===== src/rtl/axi4_lite_pkg.sv =====
`default_nettype none
// ============================================================================
// Module   : axi4_lite_pkg
// Purpose  : Shared constants for the AXI4-Lite master: controller state
//            encoding and AXI response codes.
// Revision : 1.0 - initial release
// ============================================================================
package axi4_lite_pkg;

  // Controller state encoding
  localparam logic [2:0] ST_IDLE  = 3'd0;
  localparam logic [2:0] ST_RADDR = 3'd1;
  localparam logic [2:0] ST_RDATA = 3'd2;
  localparam logic [2:0] ST_WRITE = 3'd3;
  localparam logic [2:0] ST_WRESP = 3'd4;

  // AXI RRESP / BRESP codes
  localparam logic [1:0] OKAY   = 2'b00;
  localparam logic [1:0] EXOKAY = 2'b01;
  localparam logic [1:0] SLVERR = 2'b10;
  localparam logic [1:0] DECERR = 2'b11;

endpackage : axi4_lite_pkg
`default_nettype wire


===== src/rtl/axi4_lite_master.sv =====
`default_nettype none
// ============================================================================
// Module   : axi4_lite_master
// Purpose  : Single-outstanding AXI4-Lite master. Accepts one user command
//            at a time, runs the matching read or write transaction and
//            returns the response as a one-cycle completion pulse.
// Revision : 1.0 - initial release
// ============================================================================
module axi4_lite_master
  import axi4_lite_pkg::*;
#(
  parameter int ADDRESS_WIDTH = 32,
  parameter int DATA_WIDTH    = 32
) (
  input  logic                      ACLK,
  input  logic                      ARESETN,
  // user command / response
  input  logic                      cmd_valid,
  output logic                      cmd_ready,
  input  logic                      cmd_write,
  input  logic [ADDRESS_WIDTH-1:0]  cmd_addr,
  input  logic [DATA_WIDTH-1:0]     cmd_wdata,
  input  logic [DATA_WIDTH/8-1:0]   cmd_wstrb,
  output logic                      rsp_valid,
  output logic [DATA_WIDTH-1:0]     rsp_rdata,
  output logic [1:0]                rsp_resp,
  // read address channel
  output logic [ADDRESS_WIDTH-1:0]  M_AXI_ARADDR,
  output logic                      M_AXI_ARVALID,
  input  logic                      M_AXI_ARREADY,
  // read data channel
  input  logic [DATA_WIDTH-1:0]     M_AXI_RDATA,
  input  logic [1:0]                M_AXI_RRESP,
  input  logic                      M_AXI_RVALID,
  output logic                      M_AXI_RREADY,
  // write address channel
  output logic [ADDRESS_WIDTH-1:0]  M_AXI_AWADDR,
  output logic                      M_AXI_AWVALID,
  input  logic                      M_AXI_AWREADY,
  // write data channel
  output logic [DATA_WIDTH-1:0]     M_AXI_WDATA,
  output logic [DATA_WIDTH/8-1:0]   M_AXI_WSTRB,
  output logic                      M_AXI_WVALID,
  input  logic                      M_AXI_WREADY,
  // write response channel
  input  logic [1:0]                M_AXI_BRESP,
  input  logic                      M_AXI_BVALID,
  output logic                      M_AXI_BREADY
);

  localparam int STRB_WIDTH = DATA_WIDTH / 8;

  logic [2:0]               state_q,     state_d;
  logic [ADDRESS_WIDTH-1:0] addr_q,      addr_d;
  logic [DATA_WIDTH-1:0]    wdata_q,     wdata_d;
  logic [STRB_WIDTH-1:0]    wstrb_q,     wstrb_d;
  logic                     arvalid_q,   arvalid_d;
  logic                     rready_q,    rready_d;
  logic                     awvalid_q,   awvalid_d;
  logic                     wvalid_q,    wvalid_d;
  logic                     bready_q,    bready_d;
  logic                     aw_done_q,   aw_done_d;
  logic                     w_done_q,    w_done_d;
  logic                     rsp_valid_q, rsp_valid_d;
  logic [DATA_WIDTH-1:0]    rsp_rdata_q, rsp_rdata_d;
  logic [1:0]               rsp_resp_q,  rsp_resp_d;

  logic ar_hs, r_hs, aw_hs, w_hs, b_hs;

  // Handshakes are qualified by our own registered VALID/READY flags
  assign ar_hs = arvalid_q & M_AXI_ARREADY;
  assign r_hs  = rready_q  & M_AXI_RVALID;
  assign aw_hs = awvalid_q & M_AXI_AWREADY;
  assign w_hs  = wvalid_q  & M_AXI_WREADY;
  assign b_hs  = bready_q  & M_AXI_BVALID;

  assign cmd_ready     = (state_q == ST_IDLE);
  assign rsp_valid     = rsp_valid_q;
  assign rsp_rdata     = rsp_rdata_q;
  assign rsp_resp      = rsp_resp_q;
  assign M_AXI_ARADDR  = addr_q;
  assign M_AXI_ARVALID = arvalid_q;
  assign M_AXI_RREADY  = rready_q;
  assign M_AXI_AWADDR  = addr_q;
  assign M_AXI_AWVALID = awvalid_q;
  assign M_AXI_WDATA   = wdata_q;
  assign M_AXI_WSTRB   = wstrb_q;
  assign M_AXI_WVALID  = wvalid_q;
  assign M_AXI_BREADY  = bready_q;

  // Next-state logic: every channel flag is computed here and registered
  always_comb begin
    state_d     = state_q;
    addr_d      = addr_q;
    wdata_d     = wdata_q;
    wstrb_d     = wstrb_q;
    arvalid_d   = arvalid_q;
    rready_d    = rready_q;
    awvalid_d   = awvalid_q;
    wvalid_d    = wvalid_q;
    bready_d    = bready_q;
    aw_done_d   = aw_done_q;
    w_done_d    = w_done_q;
    rsp_valid_d = 1'b0;
    rsp_rdata_d = rsp_rdata_q;
    rsp_resp_d  = rsp_resp_q;

    case (state_q)
      ST_IDLE: begin
        if (cmd_valid) begin
          addr_d  = cmd_addr;
          wdata_d = cmd_wdata;
          wstrb_d = cmd_wstrb;
          if (cmd_write) begin
            state_d   = ST_WRITE;
            awvalid_d = 1'b1;
            wvalid_d  = 1'b1;
            aw_done_d = 1'b0;
            w_done_d  = 1'b0;
          end else begin
            state_d   = ST_RADDR;
            arvalid_d = 1'b1;
          end
        end
      end
      ST_RADDR: begin
        if (ar_hs) begin
          arvalid_d = 1'b0;
          rready_d  = 1'b1;
          state_d   = ST_RDATA;
        end
      end
      ST_RDATA: begin
        if (r_hs) begin
          rready_d    = 1'b0;
          rsp_valid_d = 1'b1;
          rsp_rdata_d = M_AXI_RDATA;
          rsp_resp_d  = M_AXI_RRESP;
          state_d     = ST_IDLE;
        end
      end
      ST_WRITE: begin
        // AW and W complete independently, in either order or together
        if (aw_hs) begin
          awvalid_d = 1'b0;
          aw_done_d = 1'b1;
        end
        if (w_hs) begin
          wvalid_d = 1'b0;
          w_done_d = 1'b1;
        end
        if ((aw_done_q | aw_hs) && (w_done_q | w_hs)) begin
          aw_done_d = 1'b0;
          w_done_d  = 1'b0;
          bready_d  = 1'b1;
          state_d   = ST_WRESP;
        end
      end
      ST_WRESP: begin
        if (b_hs) begin
          bready_d    = 1'b0;
          rsp_valid_d = 1'b1;
          rsp_rdata_d = '0;
          rsp_resp_d  = M_AXI_BRESP;
          state_d     = ST_IDLE;
        end
      end
      default: begin
        state_d = ST_IDLE;
      end
    endcase
  end

  // State registers; reset abandons any in-flight transaction silently
  always_ff @(posedge ACLK or negedge ARESETN) begin
    if (!ARESETN) begin
      state_q     <= ST_IDLE;
      addr_q      <= '0;
      wdata_q     <= '0;
      wstrb_q     <= '0;
      arvalid_q   <= 1'b0;
      rready_q    <= 1'b0;
      awvalid_q   <= 1'b0;
      wvalid_q    <= 1'b0;
      bready_q    <= 1'b0;
      aw_done_q   <= 1'b0;
      w_done_q    <= 1'b0;
      rsp_valid_q <= 1'b0;
      rsp_rdata_q <= '0;
      rsp_resp_q  <= OKAY;
    end else begin
      state_q     <= state_d;
      addr_q      <= addr_d;
      wdata_q     <= wdata_d;
      wstrb_q     <= wstrb_d;
      arvalid_q   <= arvalid_d;
      rready_q    <= rready_d;
      awvalid_q   <= awvalid_d;
      wvalid_q    <= wvalid_d;
      bready_q    <= bready_d;
      aw_done_q   <= aw_done_d;
      w_done_q    <= w_done_d;
      rsp_valid_q <= rsp_valid_d;
      rsp_rdata_q <= rsp_rdata_d;
      rsp_resp_q  <= rsp_resp_d;
    end
  end

endmodule : axi4_lite_master
`default_nettype wire


===== config.mk =====
export PLATFORM = sky130hd
export DESIGN_NAME = axi4_lite_master
export DESIGN_NICKNAME = d
export VERILOG_FILES = /design/src/rtl/axi4_lite_pkg.sv /design/src/rtl/axi4_lite_master.sv
export SDC_FILE = /design/constraint.sdc
export NUM_CORES = 1
export LEC_CHECK = 0
export CAP_MARGIN = 10
export CELL_PAD_IN_SITES_DETAIL_PLACEMENT = 2
export CELL_PAD_IN_SITES_GLOBAL_PLACEMENT = 2
export CORE_MARGIN = 4
export CORE_UTILIZATION = 27
export CTS_CLUSTER_SIZE = 10
export DETAILED_ROUTE_END_ITERATION = 8
export PLACE_DENSITY_LB_ADDON = 0.15
export SLEW_MARGIN = 40
export SYNTH_ARGS = -nofsm -noshare
export SYNTH_HDL_FRONTEND = slang
export SYNTH_SLANG_ARGS = --single-unit

===== constraint.sdc =====
create_clock -name ACLK -period 3.52 [get_ports ACLK]
set_input_delay 0.352 -clock ACLK [delete_from_list [all_inputs] [get_ports ACLK]]
set_output_delay 0.352 -clock ACLK [all_outputs]
set_load 0.005 [all_outputs]

-- Word level (Yosys, flattened, before mapping)
Index checks and enable logic that the tools add are counted.
W data, S select, Z words.
- logic and storage cells: 93
- register bits: 113
- output and inout bits: 141
- input bits: 113
- equal/unequal tests: 15
- reduce and logical (&&, ||, !) cells: 17
- muxes and demuxes: 40
- bitwise gates (word level): 7
- operators by type and width (operator ; count):
    $mux W32 ; 2
    $pmux W32 S2 ; 1
    $reduce_and A4 Y1 ; 5
    $mux W1 ; 19
    $ne A2 B2 Y1 const B ; 8
    $pmux W1 S2 ; 8
    $mux W3 ; 5
    $pmux W3 S5 ; 1
    $reduce_bool A2 Y1 ; 5
    $reduce_and A3 Y1 ; 3
    $eq A3 B2 Y1 const B ; 2
    $mux W2 ; 3
    $ne A3 B3 Y1 const B ; 2
    $and A1 B1 Y1 ; 5
    $reduce_and A5 Y1 ; 1
    $pmux W2 S2 ; 1
    $eq A3 B1 Y1 const B ; 1
    $eq A3 B3 Y1 const B ; 1
    $logic_not A3 Y1 ; 1
    $ne A2 B1 Y1 const B ; 1
    $or A1 B1 Y1 ; 2
    $reduce_and A2 Y1 ; 1
    $logic_and A1 B1 Y1 ; 1

-- Longest topological paths before layout
- word-level depth: 5
- gate-level depth with buffers: 7
- depth with buffers taken out: 4

-- Worst setup path before layout
OpenSTA, ideal clock, no wires.
- path type: register -> register
- start: reg state_q[2]
- end: reg addr_q[0] (netlist: M_AXI_ARADDR[0])
- library setup time: 0.125 ns
- slack: 1.951 ns
- stages on the path, launching flop included: 7
- data required time: 3.395 ns
- buffers on the path: 3
- arrival: 1.444 ns
- cells stage by stage: dfrtp_1 > buf_6 > nor3_4 > and2_4 > buf_12 > buf_12 > mux2_4
- word-level cells in the longest chain between the ends: 2
- ends and longest elaborated chain (what ; RTL line ; text):
    start: declaration ; axi4_lite_master.sv:53 ; logic [2:0] state_q, state_d;
    start signal: assignment ; axi4_lite_master.sv:192 ; state_q <= state_d;
    $logic_not A3 Y1 ; n/a ;
    named net cmd_ready ; axi4_lite_master.sv:19 ; output logic cmd_ready,
    $reduce_and A2 Y1 (no source line) ; n/a ;
    end signal: assignment ; axi4_lite_master.sv:193 ; addr_q <= addr_d;
    end: declaration ; axi4_lite_master.sv:54 ; logic [ADDRESS_WIDTH-1:0] addr_q, addr_d;
The timed path passes the listed nets, and every way through them passes these cells.
A chain may end at the register's enable or synchronous reset.

-- Worst setup path in the final report
- start: reg state_q[2]
- end: reg wdata_q[27] (netlist: M_AXI_WDATA[27])
- word-level cells in the longest chain between the ends: 2
- ends and longest elaborated chain (what ; RTL line ; text):
    $logic_not A3 Y1 ; axi4_lite_master.sv:108 ; case (state_q)
    $reduce_and A2 Y1 (no source line) ; n/a ;
    end signal: assignment ; axi4_lite_master.sv:194 ; wdata_q <= wdata_d;
    end: declaration ; axi4_lite_master.sv:55 ; logic [DATA_WIDTH-1:0] wdata_q, wdata_d;
Every way passes these cells.

==> summary.md <==
| Metric | Value |
|---|---|
| Startpoint Class | `flop` |
| Antenna-violating nets left | `0` |
| Number of global-route vias before repair | `~4300` |
| Shortest period the worst path allows | `roughly 2.2 ns` |
| Final setup margin | `between 1 and 1.5 ns` |
| Run status | `complete, but fails checks` |
| Top delay family on crit path | `simple AND/OR/NAND/NOR gates` |
| Post-CTS setup buffers | `0` |
| Number of buffer cells added on primary ports | `about 250` |
| Antenna violations before repair | `0` |
| Number of max-cap violations | `0` |
| Worst setup path endpoint | `M_AXI_WDATA[27]$_DFFE_PN0P_` |
| Sum of routed wire length over all layers | `16.5 mm` |
| Worst setup slack after placement | `around 1.2 ns` |
| Routed WL per cell | `19.2 um` |
| Largest net degree at the start of global routing | `76` |
| Post-synthesis mux area share | `roughly 20%` |
| Floorplan die area | `around 21000 sq um` |
| Portion of synthesized cell area occupied by the leading cell type | `a little over half` |
| Routed via count | `roughly 3800` |
| Most frequent cells in the layout | `sky130_fd_sc_hd__clkdlybuf4s50_1, sky130_fd_sc_hd__dfrtp_1, sky130_fd_sc_hd__mux2_4` |
| Average cell area after synthesis | `13.2 sq um` |
| Endpoints failing setup | `0` |
| Commonest non-fill, non-tap cell in the layout | `sky130_fd_sc_hd__clkdlybuf4s50_1` |
| Required time of the worst setup path | `roughly 3.8 ns` |
| Psw | `2.17 mW` |
| FF-to-FF path depth | `4` |
| Cells along the critical path | `nor3_4 -> and2_4 -> buf_4 -> mux2_4` |
| Switching portion of total power | `approximately 29%` |
| Number of synthesized flops with an enable pin | `0` |
| Maximum count of clock buffers along a single path | `2` |
| Global Route Usage Sum | `approximately 16%` |
| Total standard cell area after synthesis | `between 5000 and 6000 sq um` |
| Latest clock arrival within the worst-skew pair | `0.40 ns` |
| Worst path arrival time | `~2.5 ns` |
| Launch point of the worst path | `state_q[2]$_DFFE_PN0P_` |
| Xor/xnor share of the synthesized area | `0%` |
| Wire length of the first global-routing pass | `~26 mm` |
| Die span in y | `about 150 um` |
| Initial core utilization | `about 28%` |
| Total number of yosys warnings | `0` |
| Resized Gates After CTS | `0` |
| Number of clock sinks | `~110` |
| Part of the cycle the worst path needs | `between 60% and 70%` |
| Slew at the pin with the worst max-slew slack | `between 0.6 and 0.7 ns` |
| Critical Path Sink Type | `flop` |
| Hold Slack | `-0.0286 ns` |
| Area contributors post-synth | `sky130_fd_sc_hd__dfrtp_1, sky130_fd_sc_hd__mux2_4, sky130_fd_sc_hd__buf_4, sky130_fd_sc_hd__nand2_2, sky130_fd_sc_hd__o21ai_1` |
| Avg Vias per Cell | `~4.4` |
| Net count after synthesis | `504` |
| Synth Instances | `approximately 390` |
| Stages on worst setup path | `4` |
| Final nets | `728` |
| PD cells | `920 nW/um^2` |
| Number of pins with negative max-slew slack in the final report | `0` |
| Simple logic cell fraction of the synthesized area | `under 10%` |
| Failing checks | `negative hold slack` |
| Number of detailed-route iterations in the first pass | `5` |
| Leakage Power | `3.58 nW` |
| Sequential share of power | `around a third` |
| Cell at the root of the clock tree | `sky130_fd_sc_hd__clkbuf_16` |
| Detailed router's first-iteration violation count | `55` |
| CTS H-tree depth | `4` |
| Relative contribution of the clock network to total power | `22.0%` |
| Beginning of the worst register-to-register path | `state_q[2]$_DFFE_PN0P_` |
| Compound-cell area share of the yosys netlist | `roughly 6%` |
| # rows | `50` |
| Internal power | `around 5.3 mW` |
| Worst vdd rail ir drop | `approximately 0.36 mV` |
| Start-to-end type of the worst setup path | `flop to flop` |
| Path category of the worst min-delay check | `input pin to async pin` |
| Final hold viol count | `17` |
| Register-to-register path setup slack | `between 1 and 1.5 ns` |
| X dimension of the die | `146 um` |
| Unrepaired setup endpoints after global routing | `no` |
| Slowest cell on the critical path | `sky130_fd_sc_hd__dfrtp_1` |
| Diode insertion count for antenna repair | `0` |
| Clock Skew | `0.00834 ns` |
| I/O pin total | `around 250` |
| Peak fanout along the critical path | `30` |
| Buffers plus inverters on the worst setup path | `1` |
| GPL Wtd Cong | `0.714` |
| Post-synthesis cell type count | `34` |
| Primary flip-flop cell chosen by synthesis mapping | `sky130_fd_sc_hd__dfrtp_1` |
| Inserted Clock Buffers | `17` |
| Clock-pin slew on the worst setup and hold paths | `0.05 ns` |
| Grt ovf | `0` |
| Combinational Power Share | `a little under half` |
| Post-Synth Adder-Cell Area | `0%` |
| Post-CTS Hold Fix Bufs | `0` |
| Core Area | `about 19000 sq um` |
| TritonCTS clock tree | `yes` |
| Fraction of final layout cells sized beyond drive strength 1 | `about 22%` |
| Dominant combinational cell family by area after synthesis | `multiplexers` |
| Library cell with the largest summed area after synthesis | `sky130_fd_sc_hd__dfrtp_1` |
| Max-slew headroom | `a little under three fifths` |
| Synth async-reset ratio | `between 90% and 100%` |
| End of the worst register-to-register path | `M_AXI_WDATA[27]$_DFFE_PN0P_` |
| Fraction of the yosys area taken by sequential cells | `54.7%` |
| Delay of the slowest cell on the worst path | `0.54 ns` |
| Residual DRC | `0` |
| Achievable frequency | `about 0.46 GHz` |
| HPWL after DPL | `about 12 mm` |
| Number of flip-flops and latches in the synthesized netlist | `113` |
| Area delta synth->final | `57.3%` |
| Final-layout setup total negative slack | `0 ns` |
## synth_stat cells (2+ instances only)
master                       n
sky130_fd_sc_hd__mux2_4     67
sky130_fd_sc_hd__a21oi_1    10
sky130_fd_sc_hd__nor2_1      2
sky130_fd_sc_hd__a21o_1      3
sky130_fd_sc_hd__buf_4      32
sky130_fd_sc_hd__mux2i_1     2
sky130_fd_sc_hd__nand4b_1    2
sky130_fd_sc_hd__nand2_1    45
sky130_fd_sc_hd__clkbuf_1    4
sky130_fd_sc_hd__o21ai_1    34
sky130_fd_sc_hd__buf_2       4
sky130_fd_sc_hd__inv_1       3
sky130_fd_sc_hd__nand2_2    30
sky130_fd_sc_hd__o21ai_0     7
sky130_fd_sc_hd__a31oi_1     4
sky130_fd_sc_hd__dfrtp_1   113
sky130_fd_sc_hd__buf_12      8
sky130_fd_sc_hd__buf_6       5
## sequential cells by signal, indices dropped and copies added, names as in the netlist, 2 cells and up
signal,cells
M_AXI_WDATA,32
rsp_resp,2
rsp_rdata,32
M_AXI_ARADDR,32
M_AXI_WSTRB,4
state_q,3
## worst min-delay path by stage
stage	slack, ns	cells past startpoint	endpoint
floorplan	0.06	0	M_AXI_ARADDR[0]$_DFFE_PN0P_
global placement	0.47	2	rsp_rdata[31]$_DFFE_PN0P_
detailed placement	0.45	1	M_AXI_ARADDR[0]$_DFFE_PN0P_
CTS	0.01	1	M_AXI_ARADDR[0]$_DFFE_PN0P_
global route	0.01	1	M_AXI_ARADDR[0]$_DFFE_PN0P_
finish	-0.03	1	M_AXI_ARADDR[0]$_DFFE_PN0P_
## through the flow
step	instance area, sq um	cells	utilization, %	hold slack [ns]	total power [mW]
finish	8130	859	43.3	-0.0286	7.48
global route	8130	859	43.3	0.0143	7.95
global placement	7550	830	40.2	0.469	5.80
floorplan	5160	391	-	0.0564	4.13
CTS	8120	859	43.3	0.0148	7.64
detailed placement	7560	830	40.3	0.454	5.93
## layer usage
| metal | part of all wire (%) | track usage, % | vias up |
|---|---|---|---|
| li1 | - | - | 1735 |
| met1 | 42 | 18.6 | 1887 |
| met2 | 52 | 27.2 | 150 |
| met3 | 5.9 | 5.09 | 12 |
| met4 | 0.88 | 4.80 | 0 |
| met5 | 0 | 0 | - |
## cell type report
| cell class | count | area (sq um) |
|---|---|---|
| clock buffer | 24 | 512 |
| clock inverter | 5 | 52.6 |
| fill | 1919 | 10600 |
| inverter | 4 | 15.0 |
| multi-input combinational | 220 | 1830 |
| sequential | 113 | 2830 |
| tap | 234 | 293 |
| timing repair buffer | 259 | 2590 |
## worst reg2reg max path, stage by stage, from the launching register on
cell and delay [ns]:
sky130_fd_sc_hd__dfrtp_1 0.54, sky130_fd_sc_hd__nor3_4 0.26, sky130_fd_sc_hd__and2_4 0.53, sky130_fd_sc_hd__buf_4 0.41, sky130_fd_sc_hd__mux2_4 0.34
## power groups by stage
stage	clock network [mW]	logic (mW)	registers, mW
final	1.65	3.39	2.44
after global routing	1.77	3.65	2.54
after CTS	1.70	3.48	2.46
after detailed placement	0	3.46	2.46
after global placement	0	3.39	2.41
after floorplan	0	1.75	2.38
## logic make-up after synthesis
logic type / after synthesis
simple gates: 90
mux: 70
compound gates: 60
flops: 113
buf+inv: 58
Power figures use the tool's default switching activity.
